<file path="src/rtl/pll_sup_pkg.sv">
// Shared definitions for the PLL lock supervisor: FSM state encodings,
// default cycle constants and the counter width helper.
package pll_sup_pkg;

    typedef enum logic [2:0] {
        RESET_PLL = 3'd0,
        WAIT_LOCK = 3'd1,
        STABLE    = 3'd2,
        SEQUENCE  = 3'd3,
        RUN       = 3'd4,
        FAULT     = 3'd5
    } supState_e;

    localparam int DEF_NUM_CH           = 4;
    localparam int DEF_RST_PULSE_CYC    = 16;
    localparam int DEF_LOCK_TIMEOUT_CYC = 50000;
    localparam int DEF_LOCK_STABLE_CYC  = 1024;
    localparam int DEF_SEQ_GAP_CYC      = 8;
    localparam int DEF_MAX_RETRY        = 4;
    localparam int DEF_CNT_W            = 8;

    // Bits needed for a counter that only ever holds values below maxVal.
    function automatic int cntWidth(input int maxVal);
        return (maxVal < 2) ? 1 : $clog2(maxVal);
    endfunction

    function automatic int maxOf(input int a, input int b);
        return (a > b) ? a : b;
    endfunction

endpackage

</file>
<file path="src/rtl/sync_2ff.sv">
// Two-flop synchroniser for slow, level-type status bits crossing into the
// local clock domain. Each bit is synchronised independently, so it is only
// suitable for signals whose bits do not need to be sampled coherently.
module sync_2ff #(
    parameter int WIDTH = 1
) (
    input  logic             clock_i,
    input  logic             reset_i,
    input  logic [WIDTH-1:0] d_i,
    output logic [WIDTH-1:0] q_o
);

    logic [WIDTH-1:0] meta_q;
    logic [WIDTH-1:0] sync_q;

    // First flop may go metastable; the second gives it a full cycle to settle.
    always_ff @(posedge clock_i or posedge reset_i) begin
        if (reset_i) begin
            meta_q <= '0;
            sync_q <= '0;
        end else begin
            meta_q <= d_i;
            sync_q <= meta_q;
        end
    end

    assign q_o = sync_q;

endmodule

</file>
<file path="src/rtl/pll_lock_supervisor.sv">
// PLL lock supervisor: pulses the PLL reset, waits for a stable lock, then
// releases the downstream reset domains one by one. Lock loss re-resets the
// PLL; repeated lock timeouts end in a sticky fault.
module pll_lock_supervisor
    import pll_sup_pkg::*;
#(
    parameter int NUM_CH           = DEF_NUM_CH,
    parameter int RST_PULSE_CYC    = DEF_RST_PULSE_CYC,
    parameter int LOCK_TIMEOUT_CYC = DEF_LOCK_TIMEOUT_CYC,
    parameter int LOCK_STABLE_CYC  = DEF_LOCK_STABLE_CYC,
    parameter int SEQ_GAP_CYC      = DEF_SEQ_GAP_CYC,
    parameter int MAX_RETRY        = DEF_MAX_RETRY,
    parameter int CNT_W            = DEF_CNT_W
) (
    input  logic                           clkin1,
    input  logic                           pll_rst,
    input  logic                           pll_lock,
    output logic                           pll_rst_req,
    output logic [NUM_CH-1:0]              ch_rst,
    output logic                           all_ready,
    output logic                           fault,
    output logic [$clog2(MAX_RETRY+1)-1:0] retry_cnt,
    output logic [CNT_W-1:0]               lock_lost_cnt,
    output logic [2:0]                     state
);

    localparam int RETRY_W  = $clog2(MAX_RETRY + 1);
    localparam int SEQ_SPAN = (NUM_CH - 1) * SEQ_GAP_CYC;
    localparam int TMR_W    = cntWidth(maxOf(maxOf(RST_PULSE_CYC, LOCK_TIMEOUT_CYC),
                                             maxOf(LOCK_STABLE_CYC, SEQ_SPAN + 1)));

    localparam logic [TMR_W-1:0]   PULSE_LAST   = TMR_W'(RST_PULSE_CYC - 1);
    localparam logic [TMR_W-1:0]   TIMEOUT_LAST = TMR_W'(LOCK_TIMEOUT_CYC - 1);
    localparam logic [TMR_W-1:0]   STABLE_LAST  = TMR_W'(LOCK_STABLE_CYC - 1);
    localparam logic [TMR_W-1:0]   SEQ_LAST     = TMR_W'(SEQ_SPAN);
    localparam logic [RETRY_W-1:0] RETRY_LIMIT  = RETRY_W'(MAX_RETRY);

    supState_e          state_q, state_d;
    logic [TMR_W-1:0]   pulseCnt_q, pulseCnt_d;
    logic [TMR_W-1:0]   timeoutCnt_q, timeoutCnt_d;
    logic [TMR_W-1:0]   stableCnt_q, stableCnt_d;
    logic [TMR_W-1:0]   seqCnt_q, seqCnt_d;
    logic [NUM_CH-1:0]  chRst_q, chRst_d;
    logic               allReady_q, allReady_d;
    logic               fault_q, fault_d;
    logic               pllRstReq_q, pllRstReq_d;
    logic [RETRY_W-1:0] retry_q, retry_d;
    logic [CNT_W-1:0]   lostCnt_q, lostCnt_d;

    logic               lockS;
    logic               lockLoss;
    logic               timeoutHit;
    logic [RETRY_W-1:0] retryInc;
    logic [TMR_W-1:0]   stableInc;

    sync_2ff #(
        .WIDTH (1)
    ) uLockSync (
        .clock_i (clkin1),
        .reset_i (pll_rst),
        .d_i     (pll_lock),
        .q_o     (lockS)
    );

    // State, timers and every output are registered together so the outputs
    // always describe the state the FSM is currently in.
    always_ff @(posedge clkin1 or posedge pll_rst) begin
        if (pll_rst) begin
            state_q      <= RESET_PLL;
            pulseCnt_q   <= '0;
            timeoutCnt_q <= '0;
            stableCnt_q  <= '0;
            seqCnt_q     <= '0;
            chRst_q      <= '1;
            allReady_q   <= 1'b0;
            fault_q      <= 1'b0;
            pllRstReq_q  <= 1'b1;
            retry_q      <= '0;
            lostCnt_q    <= '0;
        end else begin
            state_q      <= state_d;
            pulseCnt_q   <= pulseCnt_d;
            timeoutCnt_q <= timeoutCnt_d;
            stableCnt_q  <= stableCnt_d;
            seqCnt_q     <= seqCnt_d;
            chRst_q      <= chRst_d;
            allReady_q   <= allReady_d;
            fault_q      <= fault_d;
            pllRstReq_q  <= pllRstReq_d;
            retry_q      <= retry_d;
            lostCnt_q    <= lostCnt_d;
        end
    end

    // Next-state logic. The timeout timer keeps running across STABLE and
    // WAIT_LOCK, so a chattering lock cannot restart it; it saturates rather
    // than wrapping. The stable count includes the WAIT_LOCK cycle that first
    // saw lock high, hence the comparison on the incremented value.
    always_comb begin
        state_d      = state_q;
        pulseCnt_d   = pulseCnt_q;
        timeoutCnt_d = timeoutCnt_q;
        stableCnt_d  = stableCnt_q;
        seqCnt_d     = seqCnt_q;
        chRst_d      = chRst_q;
        allReady_d   = allReady_q;
        fault_d      = fault_q;
        pllRstReq_d  = pllRstReq_q;
        retry_d      = retry_q;
        lostCnt_d    = lostCnt_q;
        lockLoss     = 1'b0;
        retryInc     = retry_q + RETRY_W'(1);
        stableInc    = stableCnt_q + TMR_W'(1);
        timeoutHit   = (timeoutCnt_q >= TIMEOUT_LAST);

        case (state_q)
            RESET_PLL: begin
                if (pulseCnt_q >= PULSE_LAST) begin
                    state_d      = WAIT_LOCK;
                    timeoutCnt_d = '0;
                end else begin
                    pulseCnt_d = pulseCnt_q + TMR_W'(1);
                end
            end
            WAIT_LOCK: begin
                if (!timeoutHit) begin
                    timeoutCnt_d = timeoutCnt_q + TMR_W'(1);
                end
                if (lockS) begin
                    state_d     = STABLE;
                    stableCnt_d = '0;
                end else if (timeoutHit) begin
                    retry_d = retryInc;
                    state_d = (retryInc == RETRY_LIMIT) ? FAULT : RESET_PLL;
                end
            end
            STABLE: begin
                if (!timeoutHit) begin
                    timeoutCnt_d = timeoutCnt_q + TMR_W'(1);
                end
                if (lockS && (stableInc >= STABLE_LAST)) begin
                    state_d  = SEQUENCE;
                    seqCnt_d = '0;
                end else if (timeoutHit) begin
                    retry_d = retryInc;
                    state_d = (retryInc == RETRY_LIMIT) ? FAULT : RESET_PLL;
                end else if (!lockS) begin
                    state_d = WAIT_LOCK;
                end else begin
                    stableCnt_d = stableInc;
                end
            end
            SEQUENCE: begin
                if (!lockS) begin
                    lockLoss = 1'b1;
                end else begin
                    for (int k = 0; k < NUM_CH; k++) begin
                        if (seqCnt_q == TMR_W'(k * SEQ_GAP_CYC)) begin
                            chRst_d[k] = 1'b0;
                        end
                    end
                    if (seqCnt_q >= SEQ_LAST) begin
                        state_d = RUN;
                        retry_d = '0;
                    end else begin
                        seqCnt_d = seqCnt_q + TMR_W'(1);
                    end
                end
            end
            RUN: begin
                if (!lockS) begin
                    lockLoss = 1'b1;
                end
            end
            FAULT: begin
                state_d = FAULT;
            end
            default: begin
                state_d = RESET_PLL;
            end
        endcase

        if (lockLoss) begin
            state_d = RESET_PLL;
            if (lostCnt_q != '1) begin
                lostCnt_d = lostCnt_q + CNT_W'(1);
            end
        end

        if ((state_d == RESET_PLL) && (state_q != RESET_PLL)) begin
            pulseCnt_d = '0;
        end

        if ((state_d != SEQUENCE) && (state_d != RUN)) begin
            chRst_d = '1;
        end
        allReady_d  = (state_d == RUN);
        fault_d     = (state_d == FAULT);
        pllRstReq_d = (state_d == RESET_PLL) || (state_d == FAULT);
    end

    assign pll_rst_req   = pllRstReq_q;
    assign ch_rst        = chRst_q;
    assign all_ready     = allReady_q;
    assign fault         = fault_q;
    assign retry_cnt     = retry_q;
    assign lock_lost_cnt = lostCnt_q;
    assign state         = state_q;

endmodule

</file>
<file path="config.mk">
export PLATFORM = sky130hd
export DESIGN_NAME = pll_lock_supervisor
export DESIGN_NICKNAME = d
export VERILOG_FILES = /design/src/rtl/pll_sup_pkg.sv /design/src/rtl/sync_2ff.sv /design/src/rtl/pll_lock_supervisor.sv
export SDC_FILE = /design/constraint.sdc
export NUM_CORES = 1
export LEC_CHECK = 0
export BUFFER_PORTS_ARGS = -buffer_cell sky130_fd_sc_hd__buf_2
export CORE_MARGIN = 1
export CORE_UTILIZATION = 40
export CTS_CLUSTER_DIAMETER = 150
export DETAILED_ROUTE_END_ITERATION = 6
export PLACE_DENSITY = 0.61
export SYNTH_ARGS = -nofsm -noshare
export SYNTH_HDL_FRONTEND = slang
export SYNTH_SLANG_ARGS = --single-unit
</file>
<file path="constraint.sdc">
create_clock -name clkin1 -period 2.68 [get_ports clkin1]
set_input_delay 0.536 -clock clkin1 [delete_from_list [all_inputs] [get_ports clkin1]]
set_output_delay 0.536 -clock clkin1 [all_outputs]
set_load 0.01 [all_outputs]
</file>
---- Word-level counts from Yosys, hierarchy flattened ----
Index checks and enable logic that the tools add are counted.
W data, S select, Z words.
operators by class
  $add $sub $neg .......................... 6
  order comparisons ....................... 4
  equality and inequality tests ........... 26
  muxes and demuxes ....................... 41
  reduce and logical (&&, ||, !) cells .... 31
operators with widths
  cell                     count
  $mux W16                 12
  $pmux W16 S2             3
  $add A16 B1 Y16 const B  4
  $mux W3                  15
  $eq A16 B5 Y1 const B    2
  $reduce_bool A2 Y1       10
  $pmux W3 S6              1
  $eq A16 B4 Y1 const B    1
  $ge A16 B10 Y1 const B   1
  $ge A16 B16 Y1 const B   1
  $ge A16 B4 Y1 const B    1
  $ge A16 B5 Y1 const B    1
  $logic_not A16 Y1        1
  $ne A2 B2 Y1 const B     8
  $eq A3 B3 Y1 const B     5
  $reduce_and A3 Y1        5
  $mux W4                  3
  $reduce_and A5 Y1        2
  $pmux W3 S3              1
  $add A8 B1 Y8 const B    1
  $ne A2 B1 Y1 const B     4
  $ne A8 B8 Y1 const B     1
  $eq A3 B2 Y1 const B     2
  $logic_not A3 Y1         2
  11 further kinds         21
storage, ports and cells
  register bits after elaboration ......... 87
  output and inout port bits .............. 21
  word-level logic and storage cells ...... 124

---- Logic depth before layout (Yosys ltp) ----
  depth after elaboration ................. 11
  mapped depth ............................ 11
  mapped depth without buffers ............ 9

---- Modules after synthesis ----
A second synthesis with hierarchy kept.
second synthesis, totals
  cell total of the unflattened synthesis .. 441
  area, all modules ....................... 4377.9 µm²
by module, submodules not included
  module               instances  cells an instance  area each (µm²)  seq. area each (µm²)
  pll_lock_supervisor  1          438                4324.1           2133.3
  sync_2ff             1          3                  53.8             50.0

---- Least setup slack after synthesis ----
No wires, ideal clock.
  path type ............................... reg2reg
  from .................................... register stableCnt_q[0]
  to ...................................... register pulseCnt_q[10]
  data arrival time ....................... 2.720 ns
  data required time ...................... 2.563 ns
  slack ................................... -0.157 ns
  stages on the path, launching flop included .. 11
  buffers on the path ..................... 1
  period minus slack after synthesis ...... 2.837 ns
  cell sequence ........................... dfrtp_1 > ha_1 > nand4_4 > or3_4 > a2111oi_4 > a311oi_4 > a21oi_4 > inv_2 > or3b_4 > buf_6 > and2_4
between the ends
  cells in the longest elaborated chain, start to end .. 10
  elaborated cells between the ends (all ways) .. 12
ends and longest elaborated chain
  element                                                       line                        source
  start, declared                                               pll_lock_supervisor.sv:41   logic [TMR_W-1:0] stableCnt_q, stableCnt_d;
  start signal, assigned                                        pll_lock_supervisor.sv:84   stableCnt_q <= stableCnt_d;
  $add A16 B1 Y16 *                                             pll_lock_supervisor.sv:113  stableInc = stableCnt_q + TMR_W'(1);
  $ge A16 B10 Y1 *                                              pll_lock_supervisor.sv:141  if (lockS && (stableInc >= STABLE_LAST)) begin
  $logic_and A1 B1 Y1 *                                         pll_lock_supervisor.sv:141
  $mux W3 *                                                     pll_lock_supervisor.sv:141
  $pmux W3 S6 *                                                 pll_lock_supervisor.sv:116  case (state_q)
  $mux W3 *                                                     pll_lock_supervisor.sv:183  if (lockLoss) begin
  named net state_d[2]                                          pll_lock_supervisor.sv:38   supState_e state_q, state_d;
  $logic_not A3 Y1 *                                            pll_lock_supervisor.sv:190  if ((state_d == RESET_PLL) && (state_q != RESET_PLL)) begin
  $logic_and A1 B1 Y1 *                                         pll_lock_supervisor.sv:190
  $ne A2 B1 Y1 (no line) or $reduce_bool A2 Y1 (tied branches)  -
  $reduce_and A2 Y1 (no line)                                   -
  end signal, assigned                                          pll_lock_supervisor.sv:82   pulseCnt_q <= pulseCnt_d;
  end, declared                                                 pll_lock_supervisor.sv:39   logic [TMR_W-1:0] pulseCnt_q, pulseCnt_d;
The timed path passes the listed nets; every way through them passes the cells marked *.
A chain may end at the register's enable or synchronous reset.

---- Worst setup path after layout ----
  from .................................... register stableCnt_q[6]
  to ...................................... register retry_q[0], in the netlist retry_cnt[0]
between the ends
  cells in the longest elaborated chain, start to end .. 5
ends and longest elaborated chain
  element                      line                        source
  $add A16 B1 Y16              pll_lock_supervisor.sv:113
  $ge A16 B10 Y1               pll_lock_supervisor.sv:141
  $logic_and A1 B1 Y1          pll_lock_supervisor.sv:141
  $ne A2 B2 Y1 (no line)       -
  $reduce_and A5 Y1 (no line)  -
  end signal, assigned         pll_lock_supervisor.sv:90   retry_q <= retry_d;
  end, declared                pll_lock_supervisor.sv:47   logic [RETRY_W-1:0] retry_q, retry_d;
No other way between the ends.

==> metrics.cfg <==
[yosys]
synth_flop_cell = dfrtp_1
ys_seq_area_frac = 0.4921
ys_warn_count = 0
syn_area_per_cell_um2 = 9.881
synth_cell_type_count = 62
syn-num-nets = 461
ys_ff_latch = 87
syn_inst = 449
synth.most_common_cell = dfrtp_1
synth_top_area_share = 0.4625
async_flop_share = 1.000
syn_area_um2 = 4437
synth.largest_area_cell = dfrtp_1
yosys-top-cells-area = dfrtp_1 (46%), nor2_1 (3.4%), o21ai_0 (3.4%), nand2_1 (3.2%), dfstp_2 (3.0%)
yosys-top-cells-count = dfrtp_1 (82), nor2_1 (40), nand2_1 (38)
synth-edff-count = 0

[cts]
cts_buffer_depth = 2
path_clk_slew_ns = 0.09
ctsHoldBuffers = 0
cts_tree = yes
clock_latency_ns = 0.37
htreeDepth = 3
cts_made_buffers = 9
numClockSinks = 87
root_buffer = clkbuf_8

[grt]
grt_overflow = 0
antenna_found_initial = 0
grt_pass1_vias = 3461
grtUsageTotal = 0.1878
grt_pass1_wl_mm = 16.86
grt_max_degree = 39

[pwr]
power_frac_comb = 0.324
power_density_nw_per_um2 = 672.2
p_clk_frac = 0.248
p_leak_uw = 0.002450
pwr-share-seq = 0.427
vdd_drop_max_v = 0.0003615
switching_share = 0.3564
internal-power_uw = 2321
switchingPower_uw = 1285

[sta]
fmax_mhz = 383.6
setup_viol = 0
slew_violations = 0
rsz0062_at_grt = yes
finalHoldViolCount = 0
timing.final.crit_period_ns = 2.607
fin_skew_ns = 0.01402
slew_headroom = 0.5553
period_share = 0.9728
tightest_slew_ns = 0.6657

[routing]
ant_nets = 0
wl_per_cell_um = 15.03
wirelength_mm = 9.964
viasPerCell = 5.374
initialDrtViolationCount = 160
dr.pass1.iters = 6
vias = 3563
route.detailed.drc = 1

[die]
rows = 38
core_um2 = 10840
die_area_um2 = 11520
die_h_um = 107.3
boundaryPins = 24
fp.dieW_um = 107.3
initial_core_util = 0.4093

[critical_path]
crit_path_end_kind = flop
cp_max_fo = 5
startpoint_type = flop
worstPathRequired_ns = 2.94
path_delay_family = simple AND/OR/NAND/NOR gates
path_class = flop to flop
crit_path_cell_trace = nand4_1 > buf_4 > nor3_4 > xor2_2 > a311oi_4 > buf_4 > a21oi_1 > or3_4 > mux2_2
cp_common_cell = buf_4
crit_buf_inv = 2
worst_path_max_delay_cell = dfrtp_1
worst_ep_arrival_time_ns = 2.87
max_stage_delay_ns = 0.42

[status]
violations = design-rule violations
status = finished with violations

[place]
gp_congestion = 0.8829
port_buffers = 23
placed_area_um2 = 4976
hpwl_mm = 7.026

[final_layout]
layout.nets = 530
fin_util = 0.4949
multi_input_area_um2 = 2250
regArea_um2 = 2187
area_growth_pct = 20.93
n_antenna_cell = 0
nFillCells = 1010
drive_above_1_share = 0.2772
final_area_um2 = 5365

[hold_path]
min_path_type = input pin to async pin

[run]
cap_viol_max_count = 0

==> path summary, 6_finish.rpt <==
check | startpoint | end | slack, ns | cells after the start
worst max-delay path | stableCnt_q[6] | retry_cnt[0] | 0.07 | 9
worst min-delay path | pll_rst | timeoutCnt_q[15] | 0.25 | 2
worst max register to register | stableCnt_q[6] | retry_cnt[0] | 0.07 | 9
worst min register to register | uLockSync.meta_q | uLockSync.q_o | 0.35 | 0
max in group asynchronous | pll_rst | ch_rst[0] | 1.77 | 3
min in group clkin1 | pll_lock | uLockSync.meta_q | 0.29 | 1
==> cells in the final DEF, fill, tap and decap left out, types with 3 or more instances in the layout <==
| cell type | count |
|---|---|
| and3_1 | 9 |
| or3_1 | 4 |
| a31oi_1 | 5 |
| xor2_1 | 14 |
| clkinvlp_4 | 3 |
| nand4_1 | 15 |
| nor2_1 | 39 |
| o21a_1 | 3 |
| and2_4 | 12 |
| and2_1 | 16 |
| dfstp_2 | 5 |
| nor4_2 | 6 |
| buf_6 | 3 |
| a41oi_1 | 3 |
| inv_1 | 11 |
| clkbuf_8 | 12 |
| nand2b_1 | 7 |
| o31ai_1 | 11 |
| dfrtp_1 | 79 |
| dfrtp_2 | 3 |
| buf_2 | 23 |
| or2_2 | 7 |
| xnor2_1 | 9 |
| nand2_1 | 38 |
| o21ai_0 | 27 |
| nor3_1 | 7 |
| o21ai_1 | 3 |
| nor4_1 | 3 |
| nand3_1 | 22 |
| a21oi_1 | 17 |
| ha_1 | 8 |
| buf_4 | 45 |
| a21o_1 | 3 |
| nor3b_1 | 3 |
==> timing repair <==
| item | in CTS | in global routing |
|---|---|---|
| setup buffers | 4 | 6 |
| gates resized for setup | 6 | 21 |
| endpoints found under the setup margin | 17 | 34 |
| gates cloned | 1 | 0 |
| pin swaps | 7 | 26 |
==> registers in the layout, indices dropped and copies added, names as in the netlist <==
signal	cells
uLockSync.q_o	1
stableCnt_q	16
ch_rst	4
fault	1
pulseCnt_q	16
uLockSync.meta_q	1
retry_cnt	3
pll_rst_req	1
lock_lost_cnt	8
timeoutCnt_q	16
all_ready	1
seqCnt_q	16
state	3
==> per-stage QoR <==
| step | setup WS, ns | TNS [ns] | power [uW] | hold WS (ns) | std cells |
|---|---|---|---|---|---|
| 6_report | 0.07281 | 0 | 3606 | 0.2549 | 663 |
| 5_1_grt | -0.02806 | -0.2231 | 3851 | 0.2689 | 663 |
| 4_1_cts | 0.002375 | 0 | 3613 | 0.2611 | 657 |
| 3_5_place_dp | -0.03007 | -0.2557 | 2642 | 0.3477 | 636 |
| 3_3_place_gp | -0.01995 | -0.2023 | 2612 | 0.3440 | 636 |
| 2_1_floorplan | 0.03294 | 0 | 2275 | 0.3312 | 449 |
==> cell families (layout without fill, tap and decap cells) <==
| family | count (synthesis) | count (layout) | synth area share |
|---|---|---|---|
| xor gates and xnor gates | 24 | 24 | 0.04738 |
| and+or+nand+nor | 202 | 203 | 0.2487 |
| adders and majority gates | 9 | 9 | 0.02538 |
| buffers and inverters | 28 | 101 | 0.02792 |
| AOI/OAI and AO/OA | 96 | 96 | 0.1512 |
| muxes | 3 | 3 | 0.007332 |
| DFF | 87 | 87 | 0.4921 |
==> metal layers <==
metal	share of wire	track usage	wire [um]
met5	0	0	0
met4	0.015	0.06751	153
met3	0.027	0.04177	266
met2	0.47	0.3028	4698
met1	0.49	0.2480	4845
==> final cells by class <==
cell class                 count  area share
timing repair buffer          72     0.09445
clock inverter                 4    0.005364
inverter                      13    0.009795
multi-input combinational    335      0.4193
tap                          140     0.03265
clock buffer                  12     0.03078
sequential                    87      0.4076
==> power groups by stage <==
| stage | registers (uW) | logic, uW | clock network [uW] |
|---|---|---|---|
| after floorplan | 1540 | 736 | 0 |
| after global placement | 1560 | 1060 | 0 |
| after detailed placement | 1560 | 1080 | 0 |
| after CTS | 1540 | 1150 | 926 |
| after global routing | 1560 | 1320 | 968 |
| final | 1540 | 1170 | 895 |
(Power assumes the default switching activity.)
